<file path="config.mk">
export PLATFORM = sky130hd
export DESIGN_NAME = alu_arbiter
export DESIGN_NICKNAME = d
export VERILOG_FILES = /design/src/rtl/alu_arbiter_pkg.sv /design/src/rtl/alu_rr_picker.sv /design/src/rtl/alu_arbiter.sv
export SDC_FILE = /design/constraint.sdc
export NUM_CORES = 1
export LEC_CHECK = 0
export ABC_CLOCK_PERIOD_IN_PS = 2400
export CORE_AREA = 2 2 111 113
export DETAILED_ROUTE_END_ITERATION = 8
export DIE_AREA = 0 0 113 115
export PLACE_DENSITY = 0.69
export SLEW_MARGIN = 20
export SYNTH_ARGS = -nofsm -noshare
export SYNTH_HDL_FRONTEND = slang
export SYNTH_SLANG_ARGS = --single-unit
</file>
<file path="constraint.sdc">
create_clock -name clk -period 2.4 [get_ports clk]
set_clock_uncertainty 0.15 [all_clocks]
set_input_delay 0.24 -clock clk [delete_from_list [all_inputs] [get_ports clk]]
set_output_delay 0.24 -clock clk [all_outputs]
set_load 0.01 [all_outputs]
</file>
<file path="src/rtl/alu_arbiter_pkg.sv">
`default_nettype none
// +----------------------------------------------------------------------+
// | Module : alu_arbiter_pkg                                             |
// | Brief  : Shared types and defaults for the ALU arbiter slice:        |
// |          ALU opcode enum, registered flag bundle, requester count.   |
// | Rev    : 1.0  initial release                                        |
// +----------------------------------------------------------------------+
package alu_arbiter_pkg;

    // Default requester count and datapath width.
    localparam int ALU_ARB_NREQ  = 2;
    localparam int ALU_ARB_WIDTH = 32;

    // ALU operation codes shared with the datapath ALU.
    typedef enum logic [3:0] {
        ALU_ADD  = 4'd0,
        ALU_SUB  = 4'd1,
        ALU_AND  = 4'd2,
        ALU_OR   = 4'd3,
        ALU_XOR  = 4'd4,
        ALU_SLL  = 4'd5,
        ALU_SRL  = 4'd6,
        ALU_SRA  = 4'd7,
        ALU_SLT  = 4'd8,
        ALU_SLTU = 4'd9,
        ALU_MUL  = 4'd10,
        ALU_DIV  = 4'd11,
        ALU_REM  = 4'd12
    } aluop_t;

    // Condition flags as produced by the ALU.
    typedef struct packed {
        logic carry;
        logic overflow;
        logic neg;
        logic zero;
    } alu_flags_t;

endpackage
`default_nettype wire

</file>
<file path="src/rtl/alu_rr_picker.sv">
`default_nettype none
// +----------------------------------------------------------------------+
// | Module : alu_rr_picker                                               |
// | Brief  : Combinational round-robin priority picker. Returns the      |
// |          first valid index found searching i_ptr, i_ptr+1, ... with  |
// |          wrap, as a one-hot vector and as a binary index.            |
// | Rev    : 1.0  initial release                                        |
// +----------------------------------------------------------------------+
module alu_rr_picker #(
    parameter int NUM_REQ = 2,
    parameter int IDX_W   = $clog2(NUM_REQ)
) (
    input  logic [NUM_REQ-1:0] i_valid,
    input  logic [IDX_W-1:0]   i_ptr,
    output logic [NUM_REQ-1:0] o_grant,
    output logic [IDX_W-1:0]   o_idx,
    output logic               o_any
);

    // One extra bit so the wrap compare never overflows.
    logic [IDX_W:0] w_pos;

    // Walk the requesters starting at the pointer and stop at the first valid one.
    always_comb begin
        o_grant = '0;
        o_idx   = '0;
        o_any   = 1'b0;
        w_pos   = '0;
        for (int i = 0; i < NUM_REQ; i++) begin
            w_pos = {1'b0, i_ptr} + (IDX_W+1)'(i);
            if (w_pos >= (IDX_W+1)'(NUM_REQ)) begin
                w_pos = w_pos - (IDX_W+1)'(NUM_REQ);
            end
            if (!o_any && i_valid[w_pos[IDX_W-1:0]]) begin
                o_any                       = 1'b1;
                o_grant[w_pos[IDX_W-1:0]]   = 1'b1;
                o_idx                       = w_pos[IDX_W-1:0];
            end
        end
    end

endmodule
`default_nettype wire

</file>
<file path="src/rtl/alu_arbiter.sv">
`default_nettype none
// +----------------------------------------------------------------------+
// | Module : alu_arbiter                                                 |
// | Brief  : Round-robin arbiter sharing one combinational ALU among     |
// |          NUM_REQ requesters. Valid/ready request and response        |
// |          channels; result and flags are registered (1-cycle latency).|
// |          Optional ALU_ARB_LOCK_EN: a granted requester holding       |
// |          req_lock keeps priority for its next operation.             |
// | Rev    : 1.0  initial release                                        |
// +----------------------------------------------------------------------+
module alu_arbiter
    import alu_arbiter_pkg::*;
#(
    parameter int NUM_REQ   = ALU_ARB_NREQ,
    parameter int BIT_WIDTH = ALU_ARB_WIDTH
) (
    input  logic                              clk,
    input  logic                              rst,
    input  logic [NUM_REQ-1:0]                req_valid,
    output logic [NUM_REQ-1:0]                req_ready,
    input  aluop_t [NUM_REQ-1:0]              req_op,
    input  logic [NUM_REQ-1:0][BIT_WIDTH-1:0] req_in1,
    input  logic [NUM_REQ-1:0][BIT_WIDTH-1:0] req_in2,
`ifdef ALU_ARB_LOCK_EN
    input  logic [NUM_REQ-1:0]                req_lock,
`endif
    output logic [NUM_REQ-1:0]                rsp_valid,
    input  logic [NUM_REQ-1:0]                rsp_ready,
    output logic [BIT_WIDTH-1:0]              rsp_out,
    output alu_flags_t                        rsp_flags,
    output aluop_t                            alu_op,
    output logic [BIT_WIDTH-1:0]              alu_in1,
    output logic [BIT_WIDTH-1:0]              alu_in2,
    input  logic [BIT_WIDTH-1:0]              alu_out,
    input  logic                              alu_carry,
    input  logic                              alu_overflow,
    input  logic                              alu_neg,
    input  logic                              alu_zero
);

    localparam int c_idx_w = $clog2(NUM_REQ);

    localparam logic [0:0] c_idle = 1'b0;
    localparam logic [0:0] c_resp = 1'b1;

    logic [0:0]           r_state;
    logic [c_idx_w-1:0]   r_rr_ptr;
    logic [c_idx_w-1:0]   r_owner;
    logic [NUM_REQ-1:0]   r_rsp_valid;
    logic [BIT_WIDTH-1:0] r_rsp_out;
    alu_flags_t           r_rsp_flags;

    logic [NUM_REQ-1:0]   w_onehot;
    logic [c_idx_w-1:0]   w_idx;
    logic [c_idx_w-1:0]   w_rr_inc;
    logic [c_idx_w-1:0]   w_ptr_next;
    logic                 w_any;
    logic                 w_can_accept;
    logic                 w_grant;

    alu_rr_picker #(
        .NUM_REQ (NUM_REQ),
        .IDX_W   (c_idx_w)
    ) u_picker (
        .i_valid (req_valid),
        .i_ptr   (r_rr_ptr),
        .o_grant (w_onehot),
        .o_idx   (w_idx),
        .o_any   (w_any)
    );

    // A new op can start when idle, or when the owner drains its result this cycle.
    assign w_can_accept = (r_state == c_idle) ||
                          ((r_state == c_resp) && rsp_ready[r_owner]);
    assign w_grant      = w_can_accept && w_any;
    assign req_ready    = w_grant ? w_onehot : '0;

    assign w_rr_inc = (w_idx == c_idx_w'(NUM_REQ - 1)) ? '0 : w_idx + c_idx_w'(1);

`ifdef ALU_ARB_LOCK_EN
    // A locking requester restarts the search at itself so it wins again next time.
    assign w_ptr_next = req_lock[w_idx] ? w_idx : w_rr_inc;
`else
    assign w_ptr_next = w_rr_inc;
`endif

    // Route the granted requester to the ALU; park it on ADD 0+0 otherwise.
    always_comb begin
        alu_op  = ALU_ADD;
        alu_in1 = '0;
        alu_in2 = '0;
        if (w_grant) begin
            alu_op  = req_op[w_idx];
            alu_in1 = req_in1[w_idx];
            alu_in2 = req_in2[w_idx];
        end
    end

    // IDLE/RESP control, round-robin pointer and registered result.
    always_ff @(posedge clk) begin
        if (rst) begin
            r_state     <= c_idle;
            r_rr_ptr    <= '0;
            r_owner     <= '0;
            r_rsp_valid <= '0;
            r_rsp_out   <= '0;
            r_rsp_flags <= '0;
        end else if (w_grant) begin
            r_state     <= c_resp;
            r_owner     <= w_idx;
            r_rr_ptr    <= w_ptr_next;
            r_rsp_valid <= w_onehot;
            r_rsp_out   <= alu_out;
            r_rsp_flags <= {alu_carry, alu_overflow, alu_neg, alu_zero};
        end else if ((r_state == c_resp) && rsp_ready[r_owner]) begin
            r_state     <= c_idle;
            r_rsp_valid <= '0;
        end
    end

    assign rsp_valid = r_rsp_valid;
    assign rsp_out   = r_rsp_out;
    assign rsp_flags = r_rsp_flags;

endmodule
`default_nettype wire
</file>
== Yosys cells after proc, flatten, opt, wreduce, memory -nomap -nowiden ==
Cells that the tools add are included.
Storage, ports and cells
  bits in registers: 41
  bits of input ports: 178
  word-level logic and storage cells: 64
Cells by class
  multiplexer cells: 33
  reduce and logical (&&, ||, !) cells: 8
  add/subtract/negate cells: 4
  magnitude comparators: 8
  bitwise gates (word level): 2
Operators with widths (count)
  32-bit 2-to-1 mux: 6
  1-bit 2-to-1 mux: 17
  4-bit 2-to-1 mux: 3
  2-bit 2-to-1 mux: 5
  1-bit by 2-bit less-than comparator with 1-bit output (second input constant): 4
  1-bit logical AND: 5
  1-bit by 1-bit adder with 2-bit output (second input constant): 1
  1-bit demux with 1-bit select: 2
  1-bit greater-or-equal comparator (second input constant): 2
  1-bit by 2-bit greater-or-equal comparator with 1-bit output (second input constant): 1
  2-bit greater-or-equal comparator (second input constant): 1
  2-bit bitwise OR: 1
  2-bit nonzero test: 1
  1-bit subtractor (second input constant): 2
  1-bit adder (second input constant): 1
  1-bit logical NOT: 1
  1-bit logical OR: 1
  1-bit NOT: 1

== Depth between registers and ports, before layout ==
Gate-level depths: netlist of run 1.
  word-level depth: 11
  gate-level depth with buffers: 5
  gate-level depth less buffers: 3

== Hierarchy ==
From an unflattened synthesis of run 1, not the netlist that was laid out.
Unflattened totals
  cell total of the unflattened synthesis: 453
  area, all modules: 3574.7 µm²
By module, submodules not included
  alu_arbiter: times used 1, area each 3542.1 µm², cells each 448, sequential area each 820.8 µm²
  alu_rr_picker: times used 1, area each 32.5 µm², cells each 5, sequential area each 0.0 µm²

== Worst setup path after synthesis of run 1 ==
No wires, ideal clock.
  path kind: flip-flop to output port
  start: reg r_owner
  end: out alu_in1[31]
  stages on the path, launching flop included: 5
  required time: 2.010 ns
  path slack: 0.749 ns
  path buffers: 1
  data arrival time: 1.261 ns
  path through: dfxtp_1 mux2_4 o21ai_4 buf_6 o22ai_1
On the way
  cells in the longest elaborated chain, start to end: 6
Ends and longest elaborated chain
  start, declared: RTL line alu_arbiter.sv:48  | logic [c_idx_w-1:0] r_owner;
  start signal, assigned: RTL line alu_arbiter.sv:110  | r_owner <= w_idx;
  1-bit 2-to-1 mux (implied by the code) (2 in series): RTL line alu_arbiter.sv:74  | ((r_state == c_resp) && rsp_ready[r_owner]);
  1-bit logical AND: RTL line alu_arbiter.sv:74
  1-bit logical OR: RTL line alu_arbiter.sv:73  | assign w_can_accept = (r_state == c_idle) ||
  1-bit logical AND: RTL line alu_arbiter.sv:75  | assign w_grant = w_can_accept && w_any;
  32-bit 2-to-1 mux: RTL line alu_arbiter.sv:92  | if (w_grant) begin
  end, declared: RTL line alu_arbiter.sv:32  | output logic [BIT_WIDTH-1:0] alu_in1,
No other way between the ends. The select of a mux whose other input is x is not followed.

== Worst setup path after layout of run 1 ==
  start: reg r_owner
  end: out alu_in2[5]
On the way
  cells in the longest elaborated chain, start to end: 6
Ends and longest elaborated chain
  1-bit 2-to-1 mux (implied by the code) (2 in series): RTL line alu_arbiter.sv:74
  1-bit logical AND: RTL line alu_arbiter.sv:74
  1-bit logical OR: RTL line alu_arbiter.sv:73
  1-bit logical AND: RTL line alu_arbiter.sv:75
  32-bit 2-to-1 mux: RTL line alu_arbiter.sv:92
  end, declared: RTL line alu_arbiter.sv:33  | output logic [BIT_WIDTH-1:0] alu_in2,
No other way between the ends. The select of a mux whose other input is x is not followed.

==> results of run 1 <==
==> worst max path at each step <==
| stage | cells past startpoint | end | start |
|---|---|---|---|
| global route | 7 | alu_in2[6] | r_owner |
| CTS | 7 | alu_in2[5] | r_owner |
| global placement | 6 | alu_in2[14] | rsp_ready[0] |
| floorplan | 4 | alu_in1[31] | r_owner |
| finish | 7 | alu_in2[5] | r_owner |
| detailed placement | 6 | alu_in2[18] | req_valid[0] |
==> critical path, stage by stage, from the launching register on <==
cell,delay [ps]
dfxtp_4,390
mux2_4,360
o21ai_4,160
buf_12,140
buf_12,140
buf_4,120
o22ai_1,50
dlygate4sd2_1,310
==> metrics by stage <==
stage / total power [uW] / setup slack [ps]
floorplan: 1330 / 749
global placement: 2070 / -93.9
detailed placement: 2090 / -136
CTS: 2740 / 27.4
global route: 2860 / 1.38
finish: 2710 / 60.5
==> final cells by class <==
class                           count  share of cell area [%]
Tap cell                          147                    2.91
Inverter                            4                   0.238
Clock inverter                      3                   0.397
Sequential cell                    41                    13.1
Timing Repair Buffer              329                    50.6
Clock buffer                        5                    1.98
Multi-Input combinational cell    335                    30.8
==> metal layers <==
layer  wire (um)  part of all wire [%]  vias up  track usage [%]
met4         473                   3.2        0             7.07
met2        7570                    51      201             38.1
li1            -                     -     2146                -
met5           0                     0        -                0
met1        5580                    38     2064             24.7
met3        1200                   8.1       30             4.85
==> cells by family (layout without fill, tap and decap cells) <==
logic type | count (synthesis) | in the layout
flops | 41 | 41
mux | 39 | 40
simple gates | 81 | 81
compound gates | 214 | 214
buf+inv | 58 | 341
==> power by group through the flow <==
stage	combinational, uW	sequential (uW)	clock, uW
after floorplan	529	805	0
after global placement	1290	781	0
after detailed placement	1310	784	0
after CTS	1270	770	698
after global routing	1360	777	719
final	1260	770	676
==> cell usage in the layout (no fill, tap or decap), drive strengths merged, types with 2 or more instances in the layout <==
cell type      Yosys  routed
a211oi             2       2
a21oi              4       4
and3               2       2
buf               20      44
clkbuf            34       5
clkdlybuf4s15      0       5
clkdlybuf4s50      0     214
dfxtp             41      41
dlygate4sd2        0      66
inv                4       5
mux2               1       2
mux2i             38      38
nand2             74      74
o21ai            137     137
o22ai             68      68
==> flip-flops by register name (all words and copies together), names as in the netlist <==
| name | count |
|---|---|
| r_state | 1 |
| rsp_valid | 2 |
| rsp_out | 32 |
| r_owner | 1 |
| r_rr_ptr | 1 |
| rsp_flags | 4 |
==> what timing repair did <==
| action | CTS | global route |
|---|---|---|
| cloned | 3 | 0 |
| setup buffers | 7 | 0 |
| setup endpoints to repair | 69 | 25 |
| gates resized for setup | 81 | 5 |
| pin swaps | 1 | 1 |
==> reports/metrics.yaml, run 1 <==
power:
  seq_power_share_pct: 28.4
  clock_power_share_pct: 24.9
  power.density_mw_per_mm2: 429
  p_leak_uw: 0.00262
  vdd_ir_drop_max_v: 0.000392
  net_switching_power_figure_uw: 872
  internal_power_uw: 1840
  swShare_pct: 32.2
  p_comb_share_pct: 46.7
logic_synthesis:
  synth.most_common_cell: "o21ai_0"
  synth_largest_type_area_fraction_pct: 26.6
  synth_simple_gate_area_share_pct: 10.4
  total_of_warnings_raised_by_yosys: 0
  synth_top_flop_cell: "dfxtp_1"
  synth_compound_gate_area_share_pct: 38.8
  async_reset_ff_share_pct: 0
  synthCells: 433
  synth.avg_cell_area_sq_um: 7.13
  syn-cell-area_sq_mm: 0.00309
  ys_top_cells_by_count: "o21ai_0 (116), nand2_1 (74), o22ai_1 (68)"
  number_of_flops_mapped_to_enable_cells_by_yosys: 0
  yosysSeqAreaShare_pct: 26.6
  synth.lib_cells_used.distinct: 29
  library_cell_occupying_the_most_area_in_the_post_synthesis_netlist: "dfxtp_1"
  dominant_combinational_cell_family_by_area_after_synthesis: "compound AO/OA/AOI/OAI gates"
  muxShareOfSynthArea_pct: 12.9
  post_synth_main_area_contributors: "dfxtp_1 (27%), o21ai_0 (19%), o22ai_1 (14%)"
  syn-num-nets: 611
  synth_adder_area_share_pct: 0
  post_synth_xor_area_fraction_pct: 0
  yosys_register_bits: 41
finish:
  instances_no_fill: 864
  finalInstanceArea_sq_mm: 0.00631
  final_net_count: 894
  seqCellArea_sq_um: 825
  area_delta_synth_final_pct: 105
  post_route_cells_drive_above_1_share_pct: 9.21
  multiInputGateArea_sq_mm: 0.00194
  antenna_cells_inserted: 0
  fillCellCount: 1166
  fin_util_pct: 53.4
status:
  violations: "design-rule violations"
  run_status: "finished, violations left"
timing:
  final.hold.worst_slack_ps: 307
  fin_hold_viols: 0
  setup_tns_ps: 0
  max_freq_mhz: 427
  timing.final.max_slew_violations: 0
  post_route_clock_period_utilization_pct: 97.5
  max-slew-margin-rel_pct: 70.6
  setup_repair_after_global_routing_missed_its_margin: "false"
  timing_worst_slew_pin_value_ps: 432
  final_period_minus_worst_setup_slack_ps: 2340
  setup_viol_count_final: 0
critical_path:
  r2r_slack_ps: 720
  r2r-end: "rsp_valid[1]"
  worstSetupEndpointType: "primary output"
  start_kind: "flop"
  timing.critical_path.required_ps: 2010
  cp_data_arrival_time_ps: 1950
  top_fanout_value_on_the_critical_path: 16
  worstReg2RegStart: "r_owner"
  crit_type: "reg -> out"
  ff2ff_path_depth: 4
route:
  drt-wirelength-per-cell_um: 17.2
  detail_route.drc_violations: 19
  drt_wl_total_um: 14800
  initialDrtViolationCount: 419
  vias: 4441
  detail_route.first_pass.iterations: 9
  final_antenna_net_count: 0
  routed_via_density: 5.14
cts:
  cts_sinks: 41
  cts_root_buf: "clkbuf_16"
  clockBufferDepth: 2
  worst_skew_pair.late_latency_ps: 270
  path_clk_slew_ps: 70
  cts-hold-fix-buffers: 0
  tritoncts: "built"
  cts-htree-levels: 2
  numCtsBuffers: 5
placement:
  dp_cells: 846
  numPortBuffers: 285
  hpwlAfterDp_um: 11300
  routabilityCongestion: 0.853
  dpl-instance-area_sq_mm: 0.00610
die:
  floorplan.die.height_um: 115
  die_w_um: 113
  core_area_sq_mm: 0.0118
  start_util_pct: 26.1
  placement_rows: 40
  die_area_sq_mm: 0.0130
  num_io_pins: 286
global_routing:
  antenna_found_initial: 0
  grt_start_max_net_pins: 58
  groute.usage.overall_pct: 21.1
  grt_pass1_vias: 4187
  global_route.overflow_total: 0
  grt_pass1_wl_um: 22400
hold_path:
  worst_hold_path.num_cells: 2
  min-delay-start: "rsp_out[17]"
  hold_end: "rsp_out[17]"
  worstHoldPathType: "reg -> reg"
job:
  drv_cap: 0
No activity file was read; power rests on OpenSTA's default activity.
==> run 2: changes to the inputs <==
--- a/config.mk
+++ b/config.mk
@@ -6,6 +6,7 @@
 export NUM_CORES = 1
 export LEC_CHECK = 0
 export ABC_CLOCK_PERIOD_IN_PS = 2400
+export CAP_MARGIN = 30
 export CORE_AREA = 2 2 111 113
 export DETAILED_ROUTE_END_ITERATION = 8
 export DIE_AREA = 0 0 113 115
==> results of run 2 <==
The final DEF is identical to that of run 1; final timing and power are the same.
